==> config.mk <==
export PLATFORM = sky130hd
export DESIGN_NAME = spi_mem_arbiter
export DESIGN_NICKNAME = d
export VERILOG_FILES = /design/src/rtl/hack_pkg.sv /design/src/rtl/spi_frame_shifter.sv /design/src/rtl/spi_mem_arbiter.sv
export SDC_FILE = /design/constraint.sdc
export NUM_CORES = 1
export LEC_CHECK = 0
export BUFFER_PORTS_ARGS = -buffer_cell sky130_fd_sc_hd__buf_2
export CAP_MARGIN = 15
export CORE_AREA = 2 2 92 85
export DETAILED_ROUTE_END_ITERATION = 12
export DIE_AREA = 0 0 94 87
export PLACE_DENSITY = 0.82
export SLEW_MARGIN = 20
export SYNTH_ARGS = -nofsm -noshare
export SYNTH_HDL_FRONTEND = slang
export SYNTH_SLANG_ARGS = --single-unit
==> constraint.sdc <==
create_clock -name clk -period 4.5 [get_ports clk]
set_input_delay 1.125 -clock clk [delete_from_list [all_inputs] [get_ports clk]]
set_output_delay 1.125 -clock clk [all_outputs]
set_load 0.005 [all_outputs]
==> src/rtl/hack_pkg.sv <==
// Shared SPI SRAM constants, arbiter state encoding and frame builder for the
// Hack CPU memory path.
package hack_pkg;

  localparam logic [7:0] SPI_CMD_READ   = 8'h03;
  localparam logic [7:0] SPI_CMD_WRITE  = 8'h02;
  localparam int         SPI_FRAME_BITS = 40;
  localparam int         SPI_BIT_CNT_W  = 6;

  typedef enum logic [2:0] {
    IDLE,
    SETUP,
    SHIFT,
    HOLD,
    DONE
  } arb_state_t;

  // Word address becomes a byte address; read frames carry zeros in the data field.
  function automatic logic [SPI_FRAME_BITS-1:0] build_frame(
    input logic        we,
    input logic [14:0] addr,
    input logic [15:0] wdata
  );
    return {(we ? SPI_CMD_WRITE : SPI_CMD_READ), addr, 1'b0, (we ? wdata : 16'h0000)};
  endfunction

endpackage

==> src/rtl/spi_frame_shifter.sv <==
// 40-bit MSB-first SPI mode-0 frame shifter: two clocks per bit, MISO captured
// at the end of the SCLK-high phase.
module spi_frame_shifter
  import hack_pkg::*;
(
  input  logic                      clk,
  input  logic                      resetb,
  input  logic                      load,
  input  logic [SPI_FRAME_BITS-1:0] frame,
  input  logic                      shift_en,
  input  logic                      mi,
  output logic                      mo,
  output logic                      phase,
  output logic                      last_bit,
  output logic [15:0]               rx_data
);

  logic [SPI_FRAME_BITS-1:0] shreg;
  logic [SPI_BIT_CNT_W-1:0]  bit_cnt;

  // NOTE: the shift and receive registers are datapath, but resetting them keeps
  // the MOSI pin and read data X-free out of reset at negligible cost here.
  always_ff @(posedge clk) begin
    if (!resetb) begin
      shreg   <= '0;
      rx_data <= '0;
      phase   <= 1'b0;
      bit_cnt <= '0;
    end else if (load) begin
      shreg   <= frame;
      phase   <= 1'b0;
      bit_cnt <= '0;
    end else if (shift_en) begin
      phase <= ~phase;
      if (phase) begin
        shreg   <= {shreg[SPI_FRAME_BITS-2:0], 1'b0};
        rx_data <= {rx_data[14:0], mi};
        bit_cnt <= bit_cnt + 1'b1;
      end
    end
  end

  assign mo       = shreg[SPI_FRAME_BITS-1];
  assign last_bit = phase && (bit_cnt == SPI_BIT_CNT_W'(SPI_FRAME_BITS - 1));

endmodule

==> src/rtl/spi_mem_arbiter.sv <==
// Shares one SPI SRAM between the Hack fetch and data requesters.
// Define MEM_ARB_ROUND_ROBIN_EN for round-robin arbitration; default is data-first priority.
module spi_mem_arbiter
  import hack_pkg::*;
#(
  parameter int CLK_PER_BIT = 2
) (
  input  logic        clk,
  input  logic        resetb,
  input  logic        halt_i,
  input  logic        if_req_i,
  input  logic [14:0] if_addr_i,
  output logic        if_ack_o,
  input  logic        d_req_i,
  input  logic        d_we_i,
  input  logic [14:0] d_addr_i,
  input  logic [15:0] d_wdata_i,
  output logic        d_ack_o,
  output logic [15:0] rdata_o,
  output logic        busy_o,
  output logic        csb_o,
  output logic        sclk_o,
  output logic        mo_o,
  input  logic        mi_i
);

  if (CLK_PER_BIT != 2) begin : g_bad_clk_per_bit
    $error("spi_mem_arbiter supports only CLK_PER_BIT = 2");
  end

  arb_state_t                state, state_nxt;
  logic                      grant, pick_data;
  logic                      gnt_data, we_q;
  logic                      sh_mo, sh_phase, sh_last;
  logic [15:0]               sh_rx;
  logic [SPI_FRAME_BITS-1:0] frame;

  assign grant = (state == IDLE) && !halt_i && (if_req_i || d_req_i);

`ifdef MEM_ARB_ROUND_ROBIN_EN
  logic prio_data;

  always_ff @(posedge clk) begin
    if (!resetb)    prio_data <= 1'b1;
    else if (grant) prio_data <= !pick_data;
  end

  assign pick_data = d_req_i && (!if_req_i || prio_data);
`else
  assign pick_data = d_req_i;
`endif

  assign frame = pick_data ? build_frame(d_we_i, d_addr_i, d_wdata_i)
                           : build_frame(1'b0, if_addr_i, 16'h0000);

  spi_frame_shifter u_shifter (
    .clk      (clk),
    .resetb   (resetb),
    .load     (grant),
    .frame    (frame),
    .shift_en (state == SHIFT),
    .mi       (mi_i),
    .mo       (sh_mo),
    .phase    (sh_phase),
    .last_bit (sh_last),
    .rx_data  (sh_rx)
  );

  // NOTE: default assignment first so every path drives state_nxt and no latch is inferred.
  always_comb begin
    state_nxt = state;
    unique case (state)
      IDLE:    if (grant) state_nxt = SETUP;
      SETUP:   state_nxt = SHIFT;
      SHIFT:   if (sh_last) state_nxt = HOLD;
      HOLD:    state_nxt = DONE;
      DONE:    state_nxt = IDLE;
      default: state_nxt = IDLE;
    endcase
  end

  // NOTE: state registers use non-blocking assignments so every flop samples pre-edge values.
  always_ff @(posedge clk) begin
    if (!resetb) begin
      state    <= IDLE;
      gnt_data <= 1'b0;
      we_q     <= 1'b0;
      if_ack_o <= 1'b0;
      d_ack_o  <= 1'b0;
      rdata_o  <= '0;
    end else begin
      state    <= state_nxt;
      if_ack_o <= 1'b0;
      d_ack_o  <= 1'b0;
      if (grant) begin
        gnt_data <= pick_data;
        we_q     <= pick_data && d_we_i;
      end
      // Acks and read data become visible in the DONE cycle.
      if (state == HOLD) begin
        if_ack_o <= !gnt_data;
        d_ack_o  <= gnt_data;
        if (!we_q) rdata_o <= sh_rx;
      end
    end
  end

  assign csb_o  = !((state == SETUP) || (state == SHIFT) || (state == HOLD));
  assign sclk_o = (state == SHIFT) && sh_phase;
  assign mo_o   = ((state == SETUP) || (state == SHIFT)) ? sh_mo : 1'b0;
  assign busy_o = (state != IDLE);

endmodule

Word level (Yosys, flattened, before mapping) --
Cells that the tools add are included.
Storage, ports and cells: register bits after elaboration 86, input port bits 53, output and inout port bits 22, logic and storage cells 53
Operators by class: $add $sub $neg 1, equality and inequality tests 6, mux-type cells 10, bitwise operators 4, reduce and logical (&&, ||, !) cells 22
Operators with widths (number):
- $mux W40 | 3
- $mux W33 | 1
- $mux W16 | 1
- $pmux W3 S4 | 1
- $reduce_and A2 Y1 | 5
- $add A6 B1 Y6 const B | 1
- $eq A3 B2 Y1 const B | 2
- $eq A6 B6 Y1 const B | 1
- $mux W3 | 2
- $logic_and A1 B1 Y1 | 5
- $ne A2 B2 Y1 const B | 2
- $not A1 Y1 | 4
- $reduce_bool A2 Y1 | 2
- $eq A3 B1 Y1 const B | 1
- $logic_not A1 Y1 | 3
- $logic_not A3 Y1 | 1
- $logic_or A1 B1 Y1 | 3
- $reduce_and A3 Y1 | 1
- $reduce_bool A3 Y1 | 1
- $mux W1 | 2
- $reduce_or A2 Y1 | 1

Longest topological paths before layout --
Gate-level depths: netlist of run 1.
depth in word-level cells 5, mapped depth 8, depth with buffers taken out 6

Modules after synthesis --
From an unflattened synthesis of run 1, not the netlist that was laid out.
Unflattened totals: cell total of the unflattened synthesis 427, area, all modules 3926.3 µm²
By module, submodules not included:
- spi_frame_shifter | instances 1, cells an instance 286, area each 2647.5 µm², seq. area each 1261.2 µm²
- spi_mem_arbiter | instances 1, cells an instance 141, area each 1278.7 µm², seq. area each 460.4 µm²

Worst setup path after synthesis of run 1 --
OpenSTA, ideal clock, no wires.
kind input to register, start point input port d_req_i, end point register u_shifter.shreg[24], library setup time 0.127 ns, arrival 2.233 ns, required time 4.373 ns, setup slack 2.140 ns, cell stages on the path 7, path buffers 3, path through buf_2 -> or2_4 -> and3_1 -> buf_4 -> buf_4 -> a22oi_1 -> a21boi_0
On the way: longest elaborated chain between the ends 4, elaborated cells between the ends (all ways) 7, those cells by class mux: 2; reduce/logical: 5
Ends and longest elaborated chain:
- start: declaration | RTL line spi_mem_arbiter.sv:14 | input logic d_req_i,
- $logic_or A1 B1 Y1 | RTL line spi_mem_arbiter.sv:38 | assign grant = (state == IDLE) && !halt_i && (if_req_i || d_req_i);
- $logic_and A1 B1 Y1 | RTL line spi_mem_arbiter.sv:38
- $reduce_bool A2 Y1 (no line)
- $reduce_and A2 Y1 (no line)
- end signal: assignment | RTL line spi_frame_shifter.sv:30 | shreg <= frame;
- end signal: assignment | RTL line spi_frame_shifter.sv:36 | shreg <= {shreg[SPI_FRAME_BITS-2:0], 1'b0};
- end: declaration | RTL line spi_frame_shifter.sv:18 | logic [SPI_FRAME_BITS-1:0] shreg;
Parallel ways exist; a longest one is shown, timed or not. A chain may end at the register's enable or synchronous reset.

Worst setup path after layout of run 1 --
start point register state[1], end point output port sclk_o
On the way: longest elaborated chain between the ends 2
Ends and longest elaborated chain:
- start: declaration | RTL line spi_mem_arbiter.sv:31 | arb_state_t state, state_nxt;
- start signal: assignment | RTL line spi_mem_arbiter.sv:92 | state <= state_nxt;
- $eq A3 B2 Y1 | RTL line spi_mem_arbiter.sv:109 | assign sclk_o = (state == SHIFT) && sh_phase;
- $logic_and A1 B1 Y1 | RTL line spi_mem_arbiter.sv:109
- end: declaration | RTL line spi_mem_arbiter.sv:22 | output logic sclk_o,
No other way between the ends.

==> results of run 1 <==
[power groups by stage]
stage                     Clock, mW  Sequential, mW  Combinational, mW
final                         0.556           0.794              0.118
after global routing          0.603           0.797              0.132
after CTS                     0.572           0.793              0.118
after detailed placement          0           0.811              0.118
after global placement            0           0.810              0.115
after floorplan                   0           0.805             0.0886
[flip-flops by register name, indices dropped and copies added, names as in the netlist]
register and flops:
u_shifter.shreg 40, rdata_o 16, u_shifter.rx_data 16, u_shifter.bit_cnt 6, state 3, d_ack_o 1, gnt_data 1, if_ack_o 1
u_shifter.phase 1, we_q 1
[path summary, 6_finish.rpt]
check,cells after the start,from,end,slack (ps)
worst max-delay path,4,state[1],sclk_o,1500
worst min-delay path,1,gnt_data,if_ack_o,450
worst max register to register,7,state[1],u_shifter.shreg[11],1850
worst min register to register,1,gnt_data,if_ack_o,450
[per-stage QoR]
step | utilization (%) | setup WS (ps) | std cells | hold slack (ps)
floorplan | - | 2140 | 379 | 406
global placement | 53.1 | 1570 | 522 | 440
detailed placement | 53.1 | 1480 | 522 | 435
CTS | 55.9 | 1550 | 538 | 460
global route | 56.0 | 1360 | 538 | 483
finish | 56.0 | 1500 | 538 | 454
[worst max-delay path: stages (launching register included)]
cell     delay, ps
dfxtp_1        570
nor3b_2        300
nand2_2        300
inv_2          210
buf_2          140
[cell usage in the layout (no fill, tap or decap), types with 2 or more instances in the layout]
master and n:
o21ai_0 2, and2_1 4, xor2_1 4, a32oi_1 5
nand2_1 96, a21boi_0 42, a221o_1 3, xnor2_1 2
nand4_1 2, clkbuf_8 9, a22o_1 9, buf_2 74
nand3_1 6, a21boi_1 7, inv_6 2, a22oi_1 15
nor3_1 3, nor2b_1 7, a222oi_1 5, buf_4 2
and3_1 7, mux2_2 15, dfxtp_1 86, a21o_1 2
nor2_1 11
[cells by family (layout without fill, tap and decap cells)]
logic type | after synthesis | count (layout) | share of synthesized area (%)
AO/OA/AOI/OAI | 95 | 95 | 21.5
flip-flops | 86 | 86 | 48.7
AND/OR/NAND/NOR | 146 | 146 | 18.8
multiplexers | 15 | 15 | 4.78
buffers and inverters | 30 | 93 | 4.39
XOR/XNOR | 6 | 6 | 1.49
adder cells (fa/ha/maj) | 1 | 1 | 0.354
[layer usage]
layer,routed length (µm),vias to the layer above,GRT usage (%)
li1,-,1434,-
met1,3260,1297,24.0
met2,3470,80,30.9
met3,417,7,5.97
met4,75,0,5.14
met5,0,-,0
[synth_stat cells, types with 2 or more instances]
| library cell | count | share of area (%) |
|---|---|---|
| a21boi_0 | 42 | 8.9 |
| a21boi_1 | 7 | 1.5 |
| a21o_1 | 2 | 0.42 |
| a221o_1 | 3 | 0.85 |
| a222oi_1 | 5 | 1.4 |
| a22o_1 | 9 | 2.2 |
| a22oi_1 | 15 | 3.2 |
| a32oi_1 | 5 | 1.2 |
| and2_1 | 4 | 0.71 |
| and3_1 | 7 | 1.2 |
| buf_2 | 9 | 1.3 |
| buf_4 | 6 | 1.3 |
| clkbuf_1 | 12 | 1.3 |
| dfxtp_1 | 86 | 49 |
| mux2_2 | 15 | 4.8 |
| nand2_1 | 96 | 10 |
| nand3_1 | 6 | 0.85 |
| nand4_1 | 2 | 0.35 |
| nor2_1 | 11 | 1.2 |
| nor2b_1 | 7 | 1.2 |
| nor3_1 | 3 | 0.42 |
| o21ai_0 | 2 | 0.28 |
| xnor2_1 | 2 | 0.50 |
| xor2_1 | 4 | 0.99 |
[area by class of cell]
| cell class | instances | area (µm²) | share of cell area [%] |
|---|---|---|---|
| timing repair buffer | 76 | 385 | 9.40 |
| clock inverter | 7 | 80.1 | 1.95 |
| multi-input combinational | 263 | 1670 | 40.6 |
| clock buffer | 9 | 124 | 3.02 |
| sequential | 86 | 1720 | 42.0 |
| tap | 96 | 120 | 2.93 |
| inverter | 1 | 3.75 | 0.0915 |
==> results.toml, run 1 <==
[sta]
drv_slew = 0
setup-tns-final_ps = 0
hold_viol = 0
fin_crit_sh_pct = 66.7
relSlewSlack_pct = 53.3
fmax_ghz = 0.333
min_period_ps = 3000
rsz0062_at_grt = "no"
finalSetupViolCount = 0
worst_pin_slew_ps = 701
fin_worst_skew_ps = 7.21

[cts]
cts.hold.buffers_added = 0
clk_pin_slew_worst_paths_ps = 90
cts_tree = "built"
post_cts_resized = 0
clkLatencyLatePin_ps = 360
cts_root_buf = "clkbuf_8"
h-tree-depth = 3
post_cts_buffers = 0
clock_path_buffers = 2
cts_sinks = 86
cts_buffers = 9

[logic_synthesis]
synth_seq_cells = 86
seq_area_frac_synth_pct = 48.7
synth-edff-count = 0
synthFlopType = "dfxtp_1"
yosysWarnings = 0
syn_nets = 433
syn_avg_cell_area_um2 = 9.33
synthDistinctLibCells = 43
syn-cell-area_um2 = 3530
synthCells = 379
async_reset_ff_share_pct = 0

[placed_design]
port_buffers = 74
hpwlAfterDp_mm = 4.83
place.gp.congestion = 0.745
place_area_um2 = 3890

[setup_path]
worst_setup_path_start_kind = "flip-flop"
cp_max_fo = 21
worstSetupEndpointType = "output pin"
cp.required_ps = 3380
crit_type = "reg2out"
arrival_ps = 1880

[final_layout]
layout-drive-gt1-share_pct = 26.0
num-nets-final = 491
area_growth_syn_to_layout_pct = 16.0
design_area_um2 = 4100
nFillCells = 674
antennaDiodeCount = 0

[outcome]
status = "finished clean"

[die]
std_cell_rows = 30
die-area_um2 = 8180
ios = 75
initial_core_util_pct = 48.3
core_um2 = 7320
die_h_um = 87
die_w_um = 94

[global_route]
gr-total-overflow = 0
grt_pass1_vias = 2563
antenna_found_initial = 0
grt_pass1_wl_mm = 12.1
grt_usage_pct = 18.8
grt_max_degree = 74

[min_path]
min-delay-path-class = "reg2reg"

[route]
drc = 0
initialDrtViolationCount = 158
vias_per_cell = 5.24
vias = 2818
wire_per_inst_um = 13.4
antenna_left = 0
drt-total-wl_mm = 7.22
drtPass1Iterations = 6

[power]
irDropWorstVdd_mv = 0.154
power.share.clock_pct = 37.9
power_density_nw_per_um2 = 358
power_leakage_nw = 1.65
p_seq_share_pct = 54.1
combPwrFrac_pct = 8.0
intPower_mw = 1.10
totalPowerFinal_mw = 1.47
p_sw_share_pct = 25.0
netSwitchingPower_mw = 0.366

[job]
maxCapViolCount = 0
(Power assumes the default switching activity.)
==> inputs of run 2 (changes only) <==
--- a/config.mk
+++ b/config.mk
@@ -7,10 +7,10 @@
 export LEC_CHECK = 0
 export BUFFER_PORTS_ARGS = -buffer_cell sky130_fd_sc_hd__buf_2
 export CAP_MARGIN = 15
-export CORE_AREA = 2 2 92 85
+export CORE_AREA = 2 2 93 86
 export DETAILED_ROUTE_END_ITERATION = 12
-export DIE_AREA = 0 0 94 87
-export PLACE_DENSITY = 0.82
+export DIE_AREA = 0 0 95 88
+export PLACE_DENSITY = 0.83
 export SLEW_MARGIN = 20
 export SYNTH_ARGS = -nofsm -noshare
 export SYNTH_HDL_FRONTEND = slang
==> constraint.sdc (replaced) <==
create_clock -name clk -period 2.4 [get_ports clk]
set_input_delay 0.6 -clock clk [delete_from_list [all_inputs] [get_ports clk]]
set_output_delay 0.6 -clock clk [all_outputs]
set_load 0.005 [all_outputs]
==> run 2 against run 1 <==
Net effect: setup slack worse by 1300 ps; clock skew up 2.8 ps; hold slack got worse by 15 ps; cell count up 1.5%; first-iteration DRC count shrank 3.2%; final area grew 1.5%; global-route usage fell by 0.11 points; critical endpoint unchanged.
==> results.toml, run 2 (same netlist as run 1, synthesis figures left out) <==
[outcome]
status = "finished clean"

[global_route]
grt_max_degree = 37
grt_usage_pct = 18.7
antenna_found_initial = 0
grt_pass1_vias = 2737
grt_pass1_wl_mm = 12.2
gr-total-overflow = 0

[sta]
drv_slew = 0
fin_crit_sh_pct = 90.2
whs_ps = 438
setup-tns-final_ps = 0
finalSetupViolCount = 0
min_period_ps = 2170
relSlewSlack_pct = 58.3
fmax_ghz = 0.462
fin_worst_skew_ps = 10.0
rsz0062_at_grt = "no"
hold_viol = 0
worst_pin_slew_ps = 623

[setup_path]
rr_endpoint = "u_shifter.bit_cnt[5]"
crit_start = "state[1]"
crit_type = "reg2out"
ff2ff_path_depth = 7
cp.required_ps = 1800
cp_max_fo = 9
r2r_start = "state[1]"
worstSetupEndpointType = "output pin"
worst_setup_path_start_kind = "flip-flop"
rrSetupSlack_ps = 460
arrival_ps = 1570

[final_layout]
largest_register = "u_shifter.shreg"
final_cells = 546
largest_register_ffs = 40
antennaDiodeCount = 0
layout-drive-gt1-share_pct = 27.3
final_common_cell = "nand2_1"
top_regs = "u_shifter.shreg x40, rdata_o x16, u_shifter.rx_data x16"
area_growth_syn_to_layout_pct = 17.8
final_cell_mix = "96 x nand2_1, 86 x dfxtp_1, 74 x buf_2"
num-nets-final = 500

[route]
antenna_left = 0
drc = 0
vias_per_cell = 5.30
drtPass1Iterations = 6
vias = 2893
drt-total-wl_mm = 7.57
initialDrtViolationCount = 153
wire_per_inst_um = 13.9

[die]
core_um2 = 7390
initial_core_util_pct = 47.8
std_cell_rows = 30
die_h_um = 88
die-area_um2 = 8360
die_w_um = 95
ios = 75

[placed_design]
place.gp.congestion = 0.814
port_buffers = 74
place_inst = 531
hpwlAfterDp_mm = 5.28

[cts]
cts.hold.buffers_added = 0
cts_tree = "built"
clock_path_buffers = 2
h-tree-depth = 3
post_cts_resized = 0
post_cts_buffers = 0
cts_sinks = 86
clkLatencyLatePin_ps = 340
cts_root_buf = "clkbuf_8"
cts_buffers = 9
clk_pin_slew_worst_paths_ps = 80

[min_path]
whs_endpoint = "if_ack_o"
min_from = "gnt_data"
min-delay-path-class = "reg2reg"
hold_depth = 1

[power]
irDropWorstVdd_mv = 0.299
power_leakage_nw = 1.69
power_density_nw_per_um2 = 664

[job]
maxCapViolCount = 0
run 2: per-stage QoR:
| stage | total power, mW | worst slack (ps) | util [%] | area [µm²] |
|---|---|---|---|---|
| after floorplan | 1.67 | 565 | - | 3530 |
| after detailed placement | 1.76 | 441 | 53.5 | 3960 |
| after CTS | 2.79 | 249 | 56.3 | 4160 |
| after global placement | 1.75 | 501 | 53.5 | 3960 |
| final | 2.77 | 234 | 56.3 | 4160 |
| after global routing | 2.88 | 145 | 56.3 | 4160 |
run 2: how the worst max path moves through the flow:
stage,to,slack (ps),cells past startpoint
after floorplan,u_shifter.shreg[24],570,7
after global placement,u_shifter.shreg[25],500,6
after detailed placement,u_shifter.shreg[26],440,6
after CTS,sclk_o,250,4
after global routing,sclk_o,150,4
final,sclk_o,230,4
run 2: worst max-delay path: stages, from the launching register on:
cell	delay (ps)
dfxtp_1	520
nor3b_2	290
nand2_2	100
inv_2	150
buf_2	160
run 2: power by group:
group | leakage [nW] | internal (mW) | total (mW) | switching [mW]
sequential | 0.696 | 1.46 | 1.49 | 0.0261
clock | 0.104 | 0.559 | 1.04 | 0.483
combinational | 0.889 | 0.118 | 0.235 | 0.118
total | 1.69 | 2.14 | 2.77 | 0.627
run 2: final cells by class:
cell class              instances  area, µm²
fillers                       657       3230
multi-input cells             263       1660
flip-flops and latches         86       1720
repair buffers                 85        453
clock inverters                 3       42.5
well taps                      96        120
inverters                       1       3.75
clock buffers                  12        165
run 2: per-layer routing:
metal  share of wire (%)  vias to the layer above  track usage [%]
met5                   0                        -                0
met4                 1.9                        0             9.35
met3                 4.7                       12             3.27
met2                  47                       74             31.2
met1                  46                     1358             23.4
li1                    -                     1449                -
